==> src/rtl/dac_tx_pkg.sv <==
// Shared types and sample conversion helpers for the interleaved DAC transmitter.
package dac_tx_pkg;

    typedef enum logic [1:0] {
        IDLE  = 2'd0,
        START = 2'd1,
        RUN   = 2'd2,
        UNDER = 2'd3
    } state_t;

    localparam int DW_IN_DEF = 16;
    localparam int DW_DEF    = 14;

    function automatic logic [31:0] midscale(input int dw);
        return 32'd1 << (dw - 1);
    endfunction

    // Clamp to the dw-bit two's complement range, then flip the MSB to get offset binary.
    function automatic logic [31:0] sat_offset(
        input logic signed [31:0] x,
        input int                 dw
    );
        logic signed [31:0] hi;
        logic signed [31:0] lo;
        logic signed [31:0] s;
        hi = (32'sd1 <<< (dw - 1)) - 32'sd1;
        lo = -(32'sd1 <<< (dw - 1));
        if (x > hi) begin
            s = hi;
        end else if (x < lo) begin
            s = lo;
        end else begin
            s = x;
        end
        return s ^ (32'sd1 <<< (dw - 1));
    endfunction

endpackage

==> src/rtl/dac_tx_fifo.sv <==
// Show-ahead synchronous FIFO holding A/B sample pairs, with level and flush.
module dac_tx_fifo #(
    parameter int W  = 32,
    parameter int AW = 3
) (
    input  logic          clk,
    input  logic          rst,
    input  logic          flush,
    input  logic          push,
    input  logic [W-1:0]  din,
    input  logic          pop,
    output logic [W-1:0]  dout,
    output logic [AW:0]   lvl,
    output logic          full,
    output logic          empty
);

    localparam int DEPTH = 2 ** AW;

    logic [W-1:0]  mem [DEPTH];
    logic [AW-1:0] wptr;
    logic [AW-1:0] rptr;
    logic          wr;
    logic          rd;

    assign full  = (lvl == (AW + 1)'(DEPTH));
    assign empty = (lvl == '0);
    assign wr    = push & ~full & ~flush;
    assign rd    = pop & ~empty & ~flush;
    assign dout  = mem[rptr];

    always_ff @(posedge clk) begin
        if (wr) begin
            mem[wptr] <= din;
        end
    end

    always_ff @(posedge clk or posedge rst) begin
        if (rst) begin
            wptr <= '0;
            rptr <= '0;
            lvl  <= '0;
        end else if (flush) begin
            wptr <= '0;
            rptr <= '0;
            lvl  <= '0;
        end else begin
            if (wr) begin
                wptr <= wptr + 1'b1;
            end
            if (rd) begin
                rptr <= rptr + 1'b1;
            end
            case ({wr, rd})
                2'b10:   lvl <= lvl + 1'b1;
                2'b01:   lvl <= lvl - 1'b1;
                default: lvl <= lvl;
            endcase
        end
    end

endmodule

==> src/rtl/dac_interleave_tx.sv <==
// Interleaved two-channel DAC bus transmitter: pair FIFO, A/B framing,
// DAC reset sequencing and underrun replay/accounting.
module dac_interleave_tx
    import dac_tx_pkg::*;
#(
    parameter int DW_IN     = 16,
    parameter int DW        = 14,
    parameter int FIFO_AW   = 3,
    parameter int START_LVL = 4,
    parameter int RST_CYC   = 16
) (
    input  logic                 dac_clk_i,
    input  logic                 dac_rst_i,
    input  logic                 en_i,
    input  logic                 clr_i,
    input  logic [DW_IN-1:0]     s_dat_a_i,
    input  logic [DW_IN-1:0]     s_dat_b_i,
    input  logic                 s_valid_i,
    output logic                 s_ready_o,
    output logic [DW-1:0]        dac_dat_o,
    output logic                 dac_sel_o,
    output logic                 dac_wrt_o,
    output logic                 dac_rst_o,
    output logic                 underrun_o,
    output logic [15:0]          underrun_cnt_o,
    output logic [1:0]           state_o,
    output logic [FIFO_AW:0]     fifo_lvl_o
);

    localparam int FW  = 2 * DW_IN;
    localparam int RCW = $clog2(RST_CYC + 1);
    localparam logic [DW-1:0] MID = DW'(midscale(DW));

    state_t                   state;
    logic                     phase;
    logic                     stop_req;
    logic [DW-1:0]            hold_a;
    logic [DW-1:0]            hold_b;
    logic [RCW-1:0]           rst_cnt;

    logic                     push;
    logic                     pop;
    logic                     flush;
    logic                     full;
    logic                     empty;
    logic [FW-1:0]            fdout;
    logic signed [DW_IN-1:0]  fa;
    logic signed [DW_IN-1:0]  fb;
    logic [DW-1:0]            wa;
    logic [DW-1:0]            wb;

    logic                     frame_end;
    logic                     stop;
    logic                     lvl_ok;
    logic                     under_ev;

    // DAC reset held for RST_CYC cycles after the block reset is released.
    always_ff @(posedge dac_clk_i or posedge dac_rst_i) begin
        if (dac_rst_i) begin
            rst_cnt   <= '0;
            dac_rst_o <= 1'b1;
        end else if (dac_rst_o) begin
            if (rst_cnt == RCW'(RST_CYC - 1)) begin
                dac_rst_o <= 1'b0;
            end
            rst_cnt <= rst_cnt + 1'b1;
        end
    end

    assign s_ready_o = ~dac_rst_o & ~full;
    assign push      = s_valid_i & s_ready_o;

    dac_tx_fifo #(
        .W  (FW),
        .AW (FIFO_AW)
    ) u_fifo (
        .clk   (dac_clk_i),
        .rst   (dac_rst_i),
        .flush (flush),
        .push  (push),
        .din   ({s_dat_a_i, s_dat_b_i}),
        .pop   (pop),
        .dout  (fdout),
        .lvl   (fifo_lvl_o),
        .full  (full),
        .empty (empty)
    );

    assign fa = fdout[FW-1:DW_IN];
    assign fb = fdout[DW_IN-1:0];
    assign wa = DW'(sat_offset(32'(fa), DW));
    assign wb = DW'(sat_offset(32'(fb), DW));

    assign frame_end = ((state == RUN) || (state == UNDER)) && phase;
    assign stop      = stop_req | ~en_i;
    assign lvl_ok    = (fifo_lvl_o >= (FIFO_AW + 1)'(START_LVL));
    assign under_ev  = frame_end & ~stop & empty;

    assign pop = ((state == START) && en_i && lvl_ok)
               || (frame_end && !stop && !empty);

    assign flush = (frame_end && stop)
                 || ((state == START) && !en_i);

    assign state_o = state;

    always_ff @(posedge dac_clk_i or posedge dac_rst_i) begin
        if (dac_rst_i) begin
            state     <= IDLE;
            phase     <= 1'b0;
            stop_req  <= 1'b0;
            hold_a    <= MID;
            hold_b    <= MID;
            dac_dat_o <= MID;
            dac_sel_o <= 1'b0;
            dac_wrt_o <= 1'b0;
        end else begin
            unique case (state)
                IDLE: begin
                    if (en_i) begin
                        state <= START;
                    end
                end
                START: begin
                    if (!en_i) begin
                        state <= IDLE;
                    end else if (lvl_ok) begin
                        state     <= RUN;
                        phase     <= 1'b0;
                        hold_a    <= wa;
                        hold_b    <= wb;
                        dac_dat_o <= wa;
                        dac_sel_o <= 1'b1;
                        dac_wrt_o <= 1'b0;
                    end
                end
                RUN, UNDER: begin
                    if (!en_i) begin
                        stop_req <= 1'b1;
                    end
                    if (!phase) begin
                        phase     <= 1'b1;
                        dac_dat_o <= hold_b;
                        dac_sel_o <= 1'b0;
                        dac_wrt_o <= 1'b1;
                    end else if (stop) begin
                        state     <= IDLE;
                        phase     <= 1'b0;
                        stop_req  <= 1'b0;
                        dac_dat_o <= MID;
                        dac_sel_o <= 1'b0;
                        dac_wrt_o <= 1'b0;
                    end else if (!empty) begin
                        state     <= RUN;
                        phase     <= 1'b0;
                        hold_a    <= wa;
                        hold_b    <= wb;
                        dac_dat_o <= wa;
                        dac_sel_o <= 1'b1;
                        dac_wrt_o <= 1'b0;
                    end else begin
                        state     <= UNDER;
                        phase     <= 1'b0;
                        dac_dat_o <= hold_a;
                        dac_sel_o <= 1'b1;
                        dac_wrt_o <= 1'b0;
                    end
                end
            endcase
        end
    end

    // A new underrun beats a same-cycle clear, so the count restarts at 1.
    always_ff @(posedge dac_clk_i or posedge dac_rst_i) begin
        if (dac_rst_i) begin
            underrun_o     <= 1'b0;
            underrun_cnt_o <= '0;
        end else if (under_ev) begin
            underrun_o <= 1'b1;
            if (clr_i) begin
                underrun_cnt_o <= 16'd1;
            end else if (!(&underrun_cnt_o)) begin
                underrun_cnt_o <= underrun_cnt_o + 16'd1;
            end
        end else if (clr_i) begin
            underrun_o     <= 1'b0;
            underrun_cnt_o <= '0;
        end
    end

endmodule

==> config.mk <==
export PLATFORM = sky130hd
export DESIGN_NAME = dac_interleave_tx
export DESIGN_NICKNAME = d
export VERILOG_FILES = /design/src/rtl/dac_tx_pkg.sv /design/src/rtl/dac_tx_fifo.sv /design/src/rtl/dac_interleave_tx.sv
export SDC_FILE = /design/constraint.sdc
export NUM_CORES = 1
export LEC_CHECK = 0
export CORE_MARGIN = 5
export CORE_UTILIZATION = 45
export CTS_BUF_LIST = sky130_fd_sc_hd__clkbuf_4 sky130_fd_sc_hd__clkbuf_8 sky130_fd_sc_hd__clkbuf_16
export DETAILED_ROUTE_END_ITERATION = 8
export HOLD_SLACK_MARGIN = 0.15
export PLACE_DENSITY = 0.71
export SYNTH_ARGS = -nofsm -noshare
export SYNTH_HDL_FRONTEND = slang
export SYNTH_HIERARCHICAL = 1
export SYNTH_SLANG_ARGS = --single-unit
export TNS_END_PERCENT = 50
==> constraint.sdc <==
create_clock -name dac_clk_i -period 4.3 [get_ports dac_clk_i]
set_input_delay 0.645 -clock dac_clk_i [delete_from_list [all_inputs] [get_ports dac_clk_i]]
set_output_delay 0.645 -clock dac_clk_i [all_outputs]
set_load 0.005 [all_outputs]
==> qor.txt, run 1 <==
Post-Route WL = 29.2 mm
Routed Antenna Nets = 0
critical path's top delay family = simple AND/OR/NAND/NOR gates
worst-path cell chain = or4b_1 > inv_1 > nor2_1 > and2_1 > a21oi_2 > nor2b_1 > ha_1 > a21o_1 > a21oi_1 > nor3b_1 > or3b_1
vias in the first global route = 7979
largest net degree at the start of global routing = 44
crit path DAT = 3810 ps
Iteration-0 DRC Markers = 559
Worst-path clk slew = 60 ps
crit path buf inv count = 1
Max Cap Violations = 0
slowest stage delay, CP = 730 ps
vias = 7869
layout cells sized above 1 = 22.7%
later-pin clock latency in the skew report = 530 ps
Critical Path End Type = flop
Nets = 983
initial antenna violation count = 0
root buf cell = clkbuf_16
worst hold path class = flop to flop
Placed Instances = 1297
Avg Cell Area, Syn = 16.6 um2
GRT overflow = 0
post-CTS setup buffer count = 0
global-route wire length before repair = 46.6 mm
EDFF count, synth = 256
Via density = 5.79
Core ar. = 30700 um2
CTS max path bufs = 3
H-Tree Depth = 2
number of synthesized register bits = 336
Tcrit/Tclk final = 79.5%
outcome = completed
Tmin final = 3420 ps
Slew headroom = 18.6%
IO buf count = 77
die area = 34900 um2
Critical Path RT = 4690 ps
Max Slew Vio Count = 0
CP startpoint kind = flop
synthesized cell area = 14100 um2
DRC violations left = 0
post_cts resized = 0
Initial Util = 45.8%
row cnt = 64
Layout area overhead = 17.4%
I/O pins = 78
WL/cell = 21.5 um
Worst-Margin Slew = 1220 ps
peak fanout along the critical path = 9
TritonCTS clock tree = done
Die W = 187 um
Synth Net Count = 894
power per cell area = 614 nW/um2
Async SR Flop Fraction = 23.8%
detailed-placement wirelength estimate = 18.4 mm
post-layout util = 53.7%
largest cells by area after synthesis = edfxtp_1 (55%), dfrtp_1 (14%), mux4_2 (10%), mux2_2 (3.8%), o21ai_0 (1.7%)
synth unique cells = 67
CTS sink cnt = 336
share of the synthesized area in the top cell type = 54.6%
setup TNS = 0 ps
Finish-stage setup viols = 0
hold buffers post-CTS = 0
slowest cell on the critical path = or4b_1
fmax = 0.292 GHz
unrepaired setup endpoints after global routing = no
Synth Flop Type = edfxtp_1
critical path type = flop to flop
Hold Fails Final Rpt = 0
sequential share of the synthesized area = 68.9%
non-filler instance count after layout = 1359
Die Span Y = 187 um
synth warn = 6
Final Skew = 25.6 ps
hold_ws = 473 ps
gpl congestion = 0.792
Max rail drop VDD = 336 uV
TritonCTS buffer count = 35
ANT cells = 0
Tot GR Track Use = 16.7%
fill count = 2477
Synth Instances = 849
TritonRoute pass-1 iters = 5
post-synth top area cell = edfxtp_1
P_leak = 5.62 nW
-- worst register-to-register path, cell delays in order, from the launching register on --
cell	delay (ps)
dfrtp_1	520
or4b_1	730
inv_1	100
nor2_1	50
and2_1	270
a21oi_2	200
nor2b_1	280
ha_1	290
a21o_1	200
a21oi_1	200
nor3b_1	70
or3b_1	380
-- registers in the layout, summed over array words and instances (netlist names) --
name / flops
stop_req: 1
hold_a: 14
u_fifo/mem: 256
dac_sel_o: 1
u_fifo/wptr: 3
dac_rst_o: 1
underrun_cnt_o: 16
u_fifo/rptr: 3
rst_cnt: 5
u_fifo/lvl: 4
phase: 1
state_o: 2
underrun_o: 1
hold_b: 14
dac_dat_o: 14
-- placed cells by master, fill, tap and decap left out, types with 6 or more instances in the layout --
cell / n
nor2_4: 6
o21bai_1: 13
a21oi_1: 28
nand3_1: 8
a221oi_1: 13
buf_4: 22
clkinv_1: 8
nor4_1: 6
dfrtp_1: 74
o21ai_0: 49
o22ai_1: 14
ha_1: 7
clkbuf_4: 8
mux4_2: 64
edfxtp_1: 256
clkdlybuf4s50_1: 77
clkbuf_16: 35
nand2_1: 32
a21boi_0: 13
inv_1: 14
nor2b_1: 9
nor2_1: 51
mux2_2: 48
-- per-layer routing --
| metal | share of wire (%) | GRT usage [%] |
|---|---|---|
| met3 | 5.8 | 3.53 |
| met2 | 48 | 26.7 |
| met4 | 1.9 | 4.21 |
| met5 | 0 | 0 |
| met1 | 44 | 23.9 |
-- per-stage QoR --
step                      worst slack, ps  instance area (um2)  total power [mW]
after floorplan                      6.31                14100              6.30
after global placement                737                15400              7.29
after detailed placement              641                15400              7.37
after CTS                             852                16500              10.2
after global routing                  607                16500              10.7
final                                 880                16500              10.1
-- final cells by class --
class                      instances  area [um2]  share of cell area, %
clock buffer                      46         977                   5.91
clock inverter                    16         118                  0.712
inverter                          15        56.3                  0.341
multi-input combinational        448        4180                   25.3
sequential                       336        9700                   58.7
tap                              396         495                   3.00
timing repair buffer             102         996                   6.03
-- kinds of logic after synthesis --
| logic type | after synthesis | share of synthesized area [%] |
|---|---|---|
| flip-flops | 336 | 68.9 |
| AO/OA/AOI/OAI | 161 | 7.55 |
| buffers and inverters | 65 | 1.95 |
| multiplexers | 119 | 14.6 |
| AND/OR/NAND/NOR | 151 | 5.68 |
| XOR/XNOR | 9 | 0.560 |
| adder cells (fa/ha/maj) | 8 | 0.764 |
-- worst paths after layout --
check	startpoint	end	slack [ps]	cells past startpoint
min in group asynchronous	dac_rst_i	u_fifo/lvl[0]	520	2
setup reg to reg	u_fifo/lvl[0]	u_fifo/lvl[3]	880	11
hold / removal	rst_cnt[3]	rst_cnt[3]	470	1
hold reg to reg	rst_cnt[3]	rst_cnt[3]	470	1
max in group asynchronous	dac_rst_i	dac_rst_o	2760	3
setup / recovery	u_fifo/lvl[0]	u_fifo/lvl[3]	880	11
-- cells in the mapped netlist, types with 3 or more instances --
cell / instances
a221oi_1: 13
dfstp_2: 4
nand3_1: 8
xnor2_1: 5
or4_1: 5
inv_1: 15
a21o_1: 3
edfxtp_1: 256
o21ai_0: 49
mux4_2: 64
o22ai_1: 14
nor2_1: 57
clkbuf_1: 33
nor4_1: 7
nor3_1: 7
buf_2: 12
o21bai_1: 13
mux2_2: 48
o31ai_1: 5
a21boi_0: 13
nor2b_1: 9
nand2_1: 32
xor2_1: 4
mux2i_1: 4
a21oi_1: 28
a211oi_1: 3
buf_1: 3
ha_1: 7
dfrtp_1: 76
o41ai_1: 3
-- where the power goes --
part	total, mW	switching, mW	internal, mW
sequential	4.48	0.394	4.09
combinational	2.83	1.53	1.29
clock	2.84	1.22	1.62
Power figures use the tool's default switching activity.
==> inputs of run 2 (changes only) <==
Clock period 4.3 ns to 3 ns, I/O delays scaled along.
==> qor.txt, run 2 (synthesis gave the netlist of run 1 again) <==
Final Skew = 14.0 ps
Tcrit/Tclk final = 94.2%
Met3 Wirelength = 1.76 mm
Critical Path RT = 3390 ps
Post-Route WL = 29.7 mm
CTS max path bufs = 3
die area = 34900 um2
Critical Path End Type = flop
row cnt = 64
area of the multi-input gates = 4200 um2
crit path buf inv count = 1
Tot GR Track Use = 17.1%
Worst-Margin Slew = 1300 ps
worst-path cell chain = or4b_1 > inv_1 > nor2_1 > and2_1 > a21oi_2 > nor2b_2 > ha_1 > a21o_1 > a21oi_1 > nor3b_1 > or3b_1
P_leak = 5.87 nW
Slew headroom = 13.1%
slowest stage delay, CP = 550 ps
max FFs per register = 256
non-filler instance count after layout = 1395
leading cell types in the layout, fill and taps excluded = edfxtp_1 (256), clkdlybuf4s50_1 (77), dfrtp_1 (73), mux4_2 (64), nor2_1 (51)
fmax = 0.354 GHz
Worst-path clk slew = 60 ps
TritonCTS buffer count = 35
unrepaired setup endpoints after global routing = no
Layout area overhead = 20.6%
hold buffers post-CTS = 0
Hold Fails Final Rpt = 0
later-pin clock latency in the skew report = 520 ps
IO buf count = 77
TritonCTS clock tree = done
TritonRoute pass-1 iters = 5
most common cell after layout, fill and taps aside = edfxtp_1
worst r2r path cells = 11
ANT cells = 0
global-route wire length before repair = 47.8 mm
Metal-1 WL = 13.1 mm
Die W = 187 um
CTS sink cnt = 336
Tmin final = 2830 ps
post-layout util = 55.2%
Via density = 5.77
Routed Antenna Nets = 0
post-CTS setup buffer count = 0
layout cells sized above 1 = 26.0%
GRT overflow = 0
critical path type = flop to flop
CP startpoint kind = flop
power per cell area = 882 nW/um2
detailed-placement wirelength estimate = 19.4 mm
biggest regs = u_fifo/mem: 256 flops, underrun_cnt_o: 16 flops
initial antenna violation count = 0
DRC violations left = 0
gpl congestion = 0.835
fill count = 2396
critical path's top delay family = simple AND/OR/NAND/NOR gates
vias in the first global route = 8236
Max Cap Violations = 0
vias = 8051
Finish-stage setup viols = 0
crit path DAT = 3210 ps
Core ar. = 30700 um2
Placed Instances = 1334
met2 WL post-DR = 14.2 mm
slowest cell on the critical path = or4b_1
largest net degree at the start of global routing = 65
Iteration-0 DRC Markers = 636
outcome = completed
Initial Util = 45.8%
Stages on worst setup path = 11
peak fanout along the critical path = 6
post_cts resized = 0
register area = 9700 um2
Max Slew Vio Count = 0
Nets = 1020
Die Span Y = 187 um
worst hold path class = primary input to async pin
Top reg by flops = u_fifo/mem
DR top layer = met4
root buf cell = clkbuf_16
setup TNS = 0 ps
WL/cell = 21.3 um
I/O pins = 78
Max rail drop VDD = 461 uV
H-Tree Depth = 2
## run 2: power by group
group          total [mW]  internal (mW)  switching, mW
clock                4.25           2.56           1.68
sequential           6.32           5.86          0.466
combinational        4.41           2.08           2.33
total                15.0           10.5           4.47
## run 2: worst paths after layout
path,slack [ps],start,to
max in group asynchronous,2190,dac_rst_i,hold_b[13]
min in group dac_clk_i,470,rst_cnt[3],rst_cnt[3]
hold / removal,190,dac_rst_i,rst_cnt[2]
setup reg to reg,170,u_fifo/lvl[2],u_fifo/lvl[3]
hold reg to reg,470,rst_cnt[3],rst_cnt[3]
setup / recovery,170,u_fifo/lvl[2],u_fifo/lvl[3]
## run 2: metrics by stage
step | total power [mW] | setup slack, ps | hold slack, ps | area [um2]
after floorplan | 9.06 | -387 | 290 | 14100
after global placement | 10.7 | -4.67 | 457 | 15800
after detailed placement | 10.8 | -25.5 | 466 | 15800
after CTS | 15.1 | 119 | 186 | 17000
after global routing | 15.8 | 46.6 | 217 | 17000
final | 15.0 | 174 | 188 | 17000
## run 2: worst register-to-register path: stages (launching register included)
cell     delay (ps)
dfrtp_2         450
or4b_1          550
inv_1            70
nor2_1           40
and2_1          190
a21oi_2         140
nor2b_2         170
ha_1            230
a21o_1          210
a21oi_1         200
nor3b_1          70
or3b_1          380
## run 2: routing by layer
metal / vias up / track usage, %
met5: - / 0
met4: 0 / 4.10
met3: 42 / 3.10
met2: 263 / 27.4
met1: 4112 / 24.8
li1: 3634 / -
## run 2: final cells by class
cell class	instances	share of cell area [%]
Clock buffer	51	6.08
Inverter	15	0.332
Multi-Input combinational cell	448	24.7
Sequential cell	336	57.1
Clock inverter	10	0.634
Tap cell	396	2.92
Timing Repair Buffer	139	8.17
